==> config.mk <==
export PLATFORM = sky130hd
export DESIGN_NAME = alu4_op_sequencer
export DESIGN_NICKNAME = d
export VERILOG_FILES = /design/src/rtl/alu4_op_sequencer.sv
export SDC_FILE = /design/constraint.sdc
export NUM_CORES = 1
export LEC_CHECK = 0
export CAP_MARGIN = 10
export CORE_MARGIN = 2
export CORE_UTILIZATION = 46
export CTS_BUF_LIST = sky130_fd_sc_hd__clkbuf_4
export CTS_CLUSTER_SIZE = 30
export DETAILED_ROUTE_END_ITERATION = 16
export MAX_ROUTING_LAYER = met4
export PLACE_DENSITY = 0.86
export SYNTH_ARGS = -nofsm -noshare
export SYNTH_HDL_FRONTEND = slang
export SYNTH_SLANG_ARGS = --single-unit
==> constraint.sdc <==
create_clock -name clk -period 2.9 [get_ports clk]
set_input_delay 0.58 -clock clk [delete_from_list [all_inputs] [get_ports clk]]
set_output_delay 0.58 -clock clk [all_outputs]
set_load 0.01 [all_outputs]
==> src/rtl/alu4_op_sequencer.sv <==
// -----------------------------------------------------------------------------
// alu4_op_sequencer
//
// Sequencing and output stage wrapped around the 4-bit ALU mux bank. One
// operation is in flight at a time: a request (two operands + opcode) is
// accepted over a valid/ready handshake, the operands and select pair are held
// stable for the mux bank, the selected lane result is sampled after one
// settle cycle, and a registered result with carry/zero flags is presented on
// a valid/ready output port.
//
// State table:
//   state | meaning
//   ------+---------------------------------------------------------------
//   IDLE  | waiting for a request; in_ready = 1
//   EXEC  | mux bank settling on op_a/op_b/sel; result sampled at exit edge
//   DONE  | result presented (out_valid = 1); in_ready follows out_ready so a
//         | new request can be taken on the same edge the result is consumed
//
// Ports:
//   clk, rst             clock, asynchronous active-high reset
//   in_valid/in_ready    request handshake
//   in_a, in_b, in_op    operands and opcode (00 ADD, 01 SUB, 10 AND, 11 OR)
//   op_a, op_b, sel      held operands and {S1,S0} driven to the mux bank
//   alu_y, alu_c         mux bank result and adder-lane carry
//   out_valid/out_ready  result handshake
//   out_y, out_c, out_z  registered result, carry flag, zero flag
//   done_count           completed-transaction counter (wraps at 256)
//   busy                 high whenever the FSM is not IDLE
// -----------------------------------------------------------------------------
module alu4_op_sequencer #(
  parameter int WIDTH = 4
) (
  input  logic             clk,
  input  logic             rst,
  input  logic             in_valid,
  output logic             in_ready,
  input  logic [WIDTH-1:0] in_a,
  input  logic [WIDTH-1:0] in_b,
  input  logic [1:0]       in_op,
  output logic [WIDTH-1:0] op_a,
  output logic [WIDTH-1:0] op_b,
  output logic [1:0]       sel,
  input  logic [WIDTH-1:0] alu_y,
  input  logic             alu_c,
  output logic             out_valid,
  input  logic             out_ready,
  output logic [WIDTH-1:0] out_y,
  output logic             out_c,
  output logic             out_z,
  output logic [7:0]       done_count,
  output logic             busy
);

  typedef enum logic [1:0] {
    IDLE = 2'b00,
    EXEC = 2'b01,
    DONE = 2'b10
  } state_t;

  state_t           state_q, state_d;
  logic [WIDTH-1:0] op_a_q, op_a_d;
  logic [WIDTH-1:0] op_b_q, op_b_d;
  logic [1:0]       sel_q, sel_d;
  logic [WIDTH-1:0] out_y_q, out_y_d;
  logic             out_c_q, out_c_d;
  logic             out_z_q, out_z_d;
  logic [7:0]       done_count_q, done_count_d;

  logic accept;
  logic out_fire;

  // Handshake decodes depend only on state and out_ready, never on in_valid,
  // so upstream logic can use in_ready without forming a combinational loop.
  assign in_ready  = (state_q == IDLE) || ((state_q == DONE) && out_ready);
  assign out_valid = (state_q == DONE);
  assign busy      = (state_q != IDLE);

  assign accept   = in_valid && in_ready;
  assign out_fire = out_valid && out_ready;

  always_comb begin
    state_d      = state_q;
    op_a_d       = op_a_q;
    op_b_d       = op_b_q;
    sel_d        = sel_q;
    out_y_d      = out_y_q;
    out_c_d      = out_c_q;
    out_z_d      = out_z_q;
    done_count_d = done_count_q;

    // Operands and select move only on an accepted request; this covers both
    // the IDLE acceptance and the back-to-back acceptance from DONE.
    if (accept) begin
      op_a_d = in_a;
      op_b_d = in_b;
      sel_d  = in_op;
    end

    unique case (state_q)
      IDLE: begin
        if (accept) state_d = EXEC;
      end
      EXEC: begin
        out_y_d = alu_y;
        // Logic lanes have no meaningful carry; only the adder lane reports it.
        out_c_d = (sel_q[1] == 1'b0) ? alu_c : 1'b0;
        out_z_d = (alu_y == '0);
        state_d = DONE;
      end
      DONE: begin
        if (out_ready) begin
          state_d = in_valid ? EXEC : IDLE;
        end
      end
      default: state_d = IDLE;
    endcase

    if (out_fire) done_count_d = done_count_q + 8'd1;
  end

  always_ff @(posedge clk or posedge rst) begin
    if (rst) begin
      state_q      <= IDLE;
      op_a_q       <= '0;
      op_b_q       <= '0;
      sel_q        <= 2'b00;
      out_y_q      <= '0;
      out_c_q      <= 1'b0;
      out_z_q      <= 1'b0;
      done_count_q <= 8'd0;
    end else begin
      state_q      <= state_d;
      op_a_q       <= op_a_d;
      op_b_q       <= op_b_d;
      sel_q        <= sel_d;
      out_y_q      <= out_y_d;
      out_c_q      <= out_c_d;
      out_z_q      <= out_z_d;
      done_count_q <= done_count_d;
    end
  end

  assign op_a       = op_a_q;
  assign op_b       = op_b_q;
  assign sel        = sel_q;
  assign out_y      = out_y_q;
  assign out_c      = out_c_q;
  assign out_z      = out_z_q;
  assign done_count = done_count_q;

endmodule
==> results of run 1 <==
[cells by family (layout without fill, tap and decap cells)]
| group | after synthesis | count (layout) | share of synthesized area (%) |
|---|---|---|---|
| compound gates | 5 | 5 | 3.50 |
| simple gates | 18 | 18 | 10.2 |
| buf+inv | 7 | 56 | 2.92 |
| fa+ha+maj | 1 | 1 | 1.17 |
| xor+xnor | 7 | 7 | 5.72 |
| mux | 15 | 15 | 15.8 |
| flops | 26 | 26 | 60.7 |
[per-stage QoR]
stage / std cells / setup WS, ps / hold slack, ps / util (%) / power, mW
after global placement: 152 / 452 / 456 / 70.5 / 0.972
after global routing: 156 / 397 / 488 / 71.7 / 1.20
after CTS: 156 / 434 / 481 / 71.7 / 1.14
after detailed placement: 152 / 435 / 461 / 70.5 / 0.989
final: 156 / 436 / 477 / 71.7 / 1.12
after floorplan: 79 / 1420 / 504 / - / 0.719
[worst paths after layout]
path                          startpoint       endpoint
min in group asynchronous            rst        op_b[1]
setup / recovery               out_ready       in_ready
setup reg to reg              state_q[1]        op_a[3]
hold reg to reg            done_count[7]  done_count[7]
hold / removal             done_count[7]  done_count[7]
max in group asynchronous            rst       out_y[0]
[synthesized netlist by cell type, types with 2 or more instances]
| master | count |
|---|---|
| dfrtp_1 | 26 |
| mux2_1 | 15 |
| inv_1 | 4 |
| nand2_1 | 4 |
| xor2_1 | 4 |
| xnor2_1 | 3 |
| nand2b_1 | 2 |
| nor2_1 | 2 |
| nor3_1 | 2 |
| o21ai_1 | 2 |
[per-layer routing]
layer	global-route usage (%)	wire length, µm	vias up
met1	20.8	848	362
met4	7.69	43	0
met3	5.71	140	6
met2	30.6	987	29
li1	-	-	367
met5	-	0	-
[worst register-to-register path, stage by stage, from the launching register on]
cell	delay [ps]
dfrtp_1	480
a211oi_2	200
buf_4	220
mux2_1	340
[power groups by stage]
stage	Clock (mW)	Sequential, mW	Combinational (mW)
after floorplan	0	0.584	0.135
after detailed placement	0	0.551	0.438
after global routing	0.173	0.556	0.470
after global placement	0	0.543	0.429
after CTS	0.154	0.543	0.441
final	0.147	0.541	0.434
[sequential cells by signal, summed over array words and instances (netlist names)]
| register | cells |
|---|---|
| done_count | 8 |
| op_a | 4 |
| op_b | 4 |
| out_c | 1 |
| out_y | 4 |
| out_z | 1 |
| sel | 2 |
| state_q | 2 |
[area by class of cell]
type | instances | share of cell area [%]
sequential | 26 | 41.0
clock inverter | 1 | 0.237
multi-input combinational | 46 | 24.5
timing repair buffer | 47 | 29.4
clock buffer | 3 | 1.42
tap | 28 | 2.21
inverter | 5 | 1.18
==> results.py, run 1 <==
metrics = {
    "hold_path": {
        "hold_depth": 1,
        "holdCritPathClass": "reg -> reg",
    },
    "clock_network": {
        "cts-root-buf": "clkbuf_4",
        "holdBufCountCts": 0,
        "post_cts_buffers": 0,
        "clkTransAtPathRegs_ps": 130,
        "cts_sinks": 26,
        "clk_latency_ps": 310,
        "cts_made_buffers": 3,
        "cts-resized-gates": 0,
        "clockBufferDepth": 2,
        "cts_tree": "done",
        "htreeDepth": 1,
    },
    "synthesis": {
        "ys_ff_latch": 26,
        "syn_nets": 99,
        "synthDistinctLibCells": 25,
        "syn_area_per_cell_um2": 13.6,
        "netlist.area_leader.share_pct": 60.7,
        "synthCells": 79,
        "ys.warnings.count": 0,
        "yosysTopAreaCell": "dfrtp_1",
        "async_flop_share_pct": 100,
        "synth.area.top_cells": "dfrtp_1 (61%), mux2_1 (16%), xor2_1 (3.3%), xnor2_1 (2.5%), inv_1 (1.4%)",
        "ys_dominant_reg_cell": "dfrtp_1",
        "yosysSeqAreaShare_pct": 60.7,
        "synth_edf_count": 0,
        "syn_area_um2": 1070,
    },
    "cells_and_area": {
        "final_common_cell": "clkdlybuf4s50_1",
        "multi_input_area_um2": 389,
        "design_area_um2": 1590,
        "syn2layout_area_growth_pct": 48.0,
        "final_cell_mix": "clkdlybuf4s50_1 (45), dfrtp_1 (26), mux2_1 (15)",
        "drive_above_1_share_pct": 7.81,
        "seq_area_um2": 651,
        "nets": 149,
        "n_fill_cell": 162,
        "diodes": 0,
    },
    "sta": {
        "rsz0062_at_grt": "false",
        "setup_tns_ps": 0,
        "maxSlewHeadroom_pct": 77.0,
        "slew_violations": 0,
        "finalCriticalPeriod_ps": 2460,
        "tightest_slew_ps": 345,
        "post-route-period-util_pct": 85.0,
        "fin_skew_ps": 7.77,
        "finalSetupViolations": 0,
        "fmax_mhz": 406,
        "final_hold_viol_count": 0,
    },
    "power": {
        "combPwrFrac_pct": 38.6,
        "peakVddDrop_mv": 0.505,
        "power_switching_mw": 0.341,
        "sw_frac_of_total_pct": 30.3,
        "leakage_nw": 0.695,
        "p_int_mw": 0.782,
        "p_clk_share_pct": 13.1,
        "power_density_nw_per_um2": 708,
        "pwr-share-seq_pct": 48.2,
    },
    "setup_path": {
        "end_kind": "output port",
        "max_stage_delay_ps": 540,
        "crit_family": "buffers and inverters",
        "cp.depth": 4,
        "worstPathRequired_ps": 2320,
        "critPathLaunchType": "primary input",
        "r2r_slack_ps": 1560,
        "arrival_ps": 1880,
        "r2r_cells": 3,
        "worst-path-buf-inv": 3,
        "crit_type": "in -> out",
        "crit_fanout": 3,
        "crit_chain": "clkdlybuf4s50_1 > inv_2 > a21oi_1 > clkdlybuf4s50_1",
        "path_common_cell": "clkdlybuf4s50_1",
        "slowest_stage": "clkdlybuf4s50_1",
    },
    "global_routing": {
        "grt_max_degree": 27,
        "antenna_found_initial": 0,
        "globalRoute.totalOverflow": 0,
        "grt_pass1_vias": 833,
        "grt_use_total_pct": 18.4,
        "grt_pass1_wl_um": 3570,
    },
    "run_status": {
        "status": "finished, final reports clean",
    },
    "die": {
        "io_pins": 46,
        "start_util_pct": 48.4,
        "dieWidth_um": 52.3,
        "dieHeight_um": 52.3,
        "rows": 17,
        "dieArea_um2": 2730,
        "core_area_um2": 2210,
    },
    "drt": {
        "drt-total-wl_um": 2020,
        "drtIter0Drc": 4,
        "drcViolationCount": 0,
        "dr.pass1.iters": 4,
        "vias_per_cell": 4.90,
        "wire_per_inst_um": 12.9,
        "vias": 764,
        "drtAntennaViolNets": 0,
    },
    "placed_design": {
        "dp_hpwl_um": 1610,
        "place_area_um2": 1560,
        "routabilityCongestion": 0.801,
        "port-buffer-count": 45,
    },
    "run": {
        "drv_cap": 0,
    },
}
(Power assumes the default switching activity.)
==> run 2: changes to the inputs <==
Settings changed: CORE_UTILIZATION 46 to 43, PLACE_DENSITY 0.86 to 0.81.
Clock period 2.9 ns to 2.4 ns, I/O delays scaled along.
==> results.py, run 2 (same netlist as run 1, synthesis figures left out) <==
metrics = {
    "die": {
        "start_util_pct": 44.4,
        "dieHeight_um": 53.9,
        "rows": 18,
        "io_pins": 46,
        "dieWidth_um": 53.9,
        "core_area_um2": 2410,
        "dieArea_um2": 2910,
    },
    "global_routing": {
        "antenna_found_initial": 0,
        "grt_use_total_pct": 18.1,
        "globalRoute.totalOverflow": 0,
        "grt_pass1_wl_um": 3450,
        "grt_max_degree": 27,
        "grt_pass1_vias": 755,
    },
    "clock_network": {
        "cts_tree": "done",
        "cts-root-buf": "clkbuf_4",
        "htreeDepth": 1,
        "post_cts_buffers": 0,
        "cts_made_buffers": 3,
        "clkTransAtPathRegs_ps": 130,
        "cts_sinks": 26,
        "clk_latency_ps": 310,
        "clockBufferDepth": 2,
        "holdBufCountCts": 0,
        "cts-resized-gates": 0,
    },
    "run": {
        "drv_cap": 0,
    },
    "sta": {
        "rsz0062_at_grt": "false",
        "setup_tns_ps": 0,
        "fin_skew_ps": 2.64,
        "fmax_mhz": 446,
        "post-route-period-util_pct": 93.4,
        "final_hold_viol_count": 0,
        "slew_violations": 0,
        "finalCriticalPeriod_ps": 2240,
        "tightest_slew_ps": 361,
        "finalSetupViolations": 0,
        "maxSlewHeadroom_pct": 75.9,
    },
    "cells_and_area": {
        "final_common_cell": "clkdlybuf4s50_1",
        "syn2layout_area_growth_pct": 47.9,
        "post-route-util_pct": 65.7,
        "diodes": 0,
        "drive_above_1_share_pct": 7.87,
        "nets": 149,
        "final_cell_mix": "clkdlybuf4s50_1 (45), dfrtp_1 (26), mux2_1 (15)",
        "largest_reg_flops": 8,
    },
    "setup_path": {
        "crit_chain": "clkdlybuf4s50_1 > inv_2 > a21oi_1 > clkdlybuf4s50_1",
        "arrival_ps": 1760,
        "crit_family": "buffers and inverters",
        "worst-path-buf-inv": 3,
        "path_common_cell": "clkdlybuf4s50_1",
        "crit_fanout": 3,
        "critPathLaunchType": "primary input",
        "crit_type": "in -> out",
        "end_kind": "output port",
        "worstPathRequired_ps": 1920,
        "slowest_stage": "clkdlybuf4s50_1",
        "cp.depth": 4,
        "max_stage_delay_ps": 540,
        "r2r_cells": 3,
    },
    "placed_design": {
        "dp_hpwl_um": 1660,
        "routabilityCongestion": 0.645,
        "port-buffer-count": 45,
    },
    "drt": {
        "vias_per_cell": 4.80,
        "drt-total-wl_um": 2120,
        "drtAntennaViolNets": 0,
        "drcViolationCount": 0,
        "vias": 754,
        "dr.pass1.iters": 1,
        "wire_per_inst_um": 13.5,
        "drtIter0Drc": 0,
    },
    "hold_path": {
        "holdCritPathClass": "reg -> reg",
        "hold_depth": 1,
    },
    "run_status": {
        "status": "finished, final reports clean",
    },
    "power": {
        "leakage_nw": 0.693,
        "peakVddDrop_mv": 0.609,
        "total_power_mw": 1.36,
        "power_density_nw_per_um2": 856,
    },
}
## run 2: cell types whose count changed in the layout (fill, tap and decap cells not counted), sizes merged
cell / before / now
clkinv: 1 / 0
## run 2: power by group
part,switching [mW],total [mW],internal (mW)
clock,0.120,0.179,0.0587
sequential,0.0968,0.653,0.556
combinational,0.196,0.525,0.328
## run 2: per-stage QoR
step / cells / hold slack [ps] / setup slack (ps) / instance area (µm²)
floorplan: 79 / 504 / 1020 / 1070
global placement: 154 / 458 / 168 / 1560
detailed placement: 154 / 460 / 157 / 1560
CTS: 157 / 480 / 150 / 1580
global route: 157 / 506 / 91.1 / 1580
finish: 157 / 480 / 158 / 1580
## run 2: layer usage
| layer | part of all wire (%) | vias up | GRT usage [%] |
|---|---|---|---|
| met3 | 8.9 | 4 | 6.94 |
| li1 | - | 363 | - |
| met5 | 0 | - | - |
| met2 | 47 | 25 | 25.4 |
| met1 | 41 | 362 | 21.7 |
| met4 | 2.5 | 0 | 11.1 |
## run 2: path summary, 6_finish.rpt
path | start | to | slack, ps
max in group asynchronous | rst | op_b[0] | 1660
min in group asynchronous | rst | done_count[7] | 500
hold / removal | done_count[7] | done_count[7] | 480
hold reg to reg | done_count[7] | done_count[7] | 480
setup / recovery | out_ready | in_ready | 160
setup reg to reg | state_q[0] | done_count[7] | 1020
## run 2: layout make-up
class | instances | area, µm²
multi-input combinational | 46 | 389
clock buffer | 3 | 22.5
fill | 171 | 826
tap | 30 | 37.5
sequential | 26 | 651
inverter | 5 | 18.8
timing repair buffer | 47 | 465
## run 2: worst register-to-register path, delay by kind of cell (launching register included)
kind	cells	cell delay, ps
simple gates	2	680
flops	1	470
xor+xnor	1	180
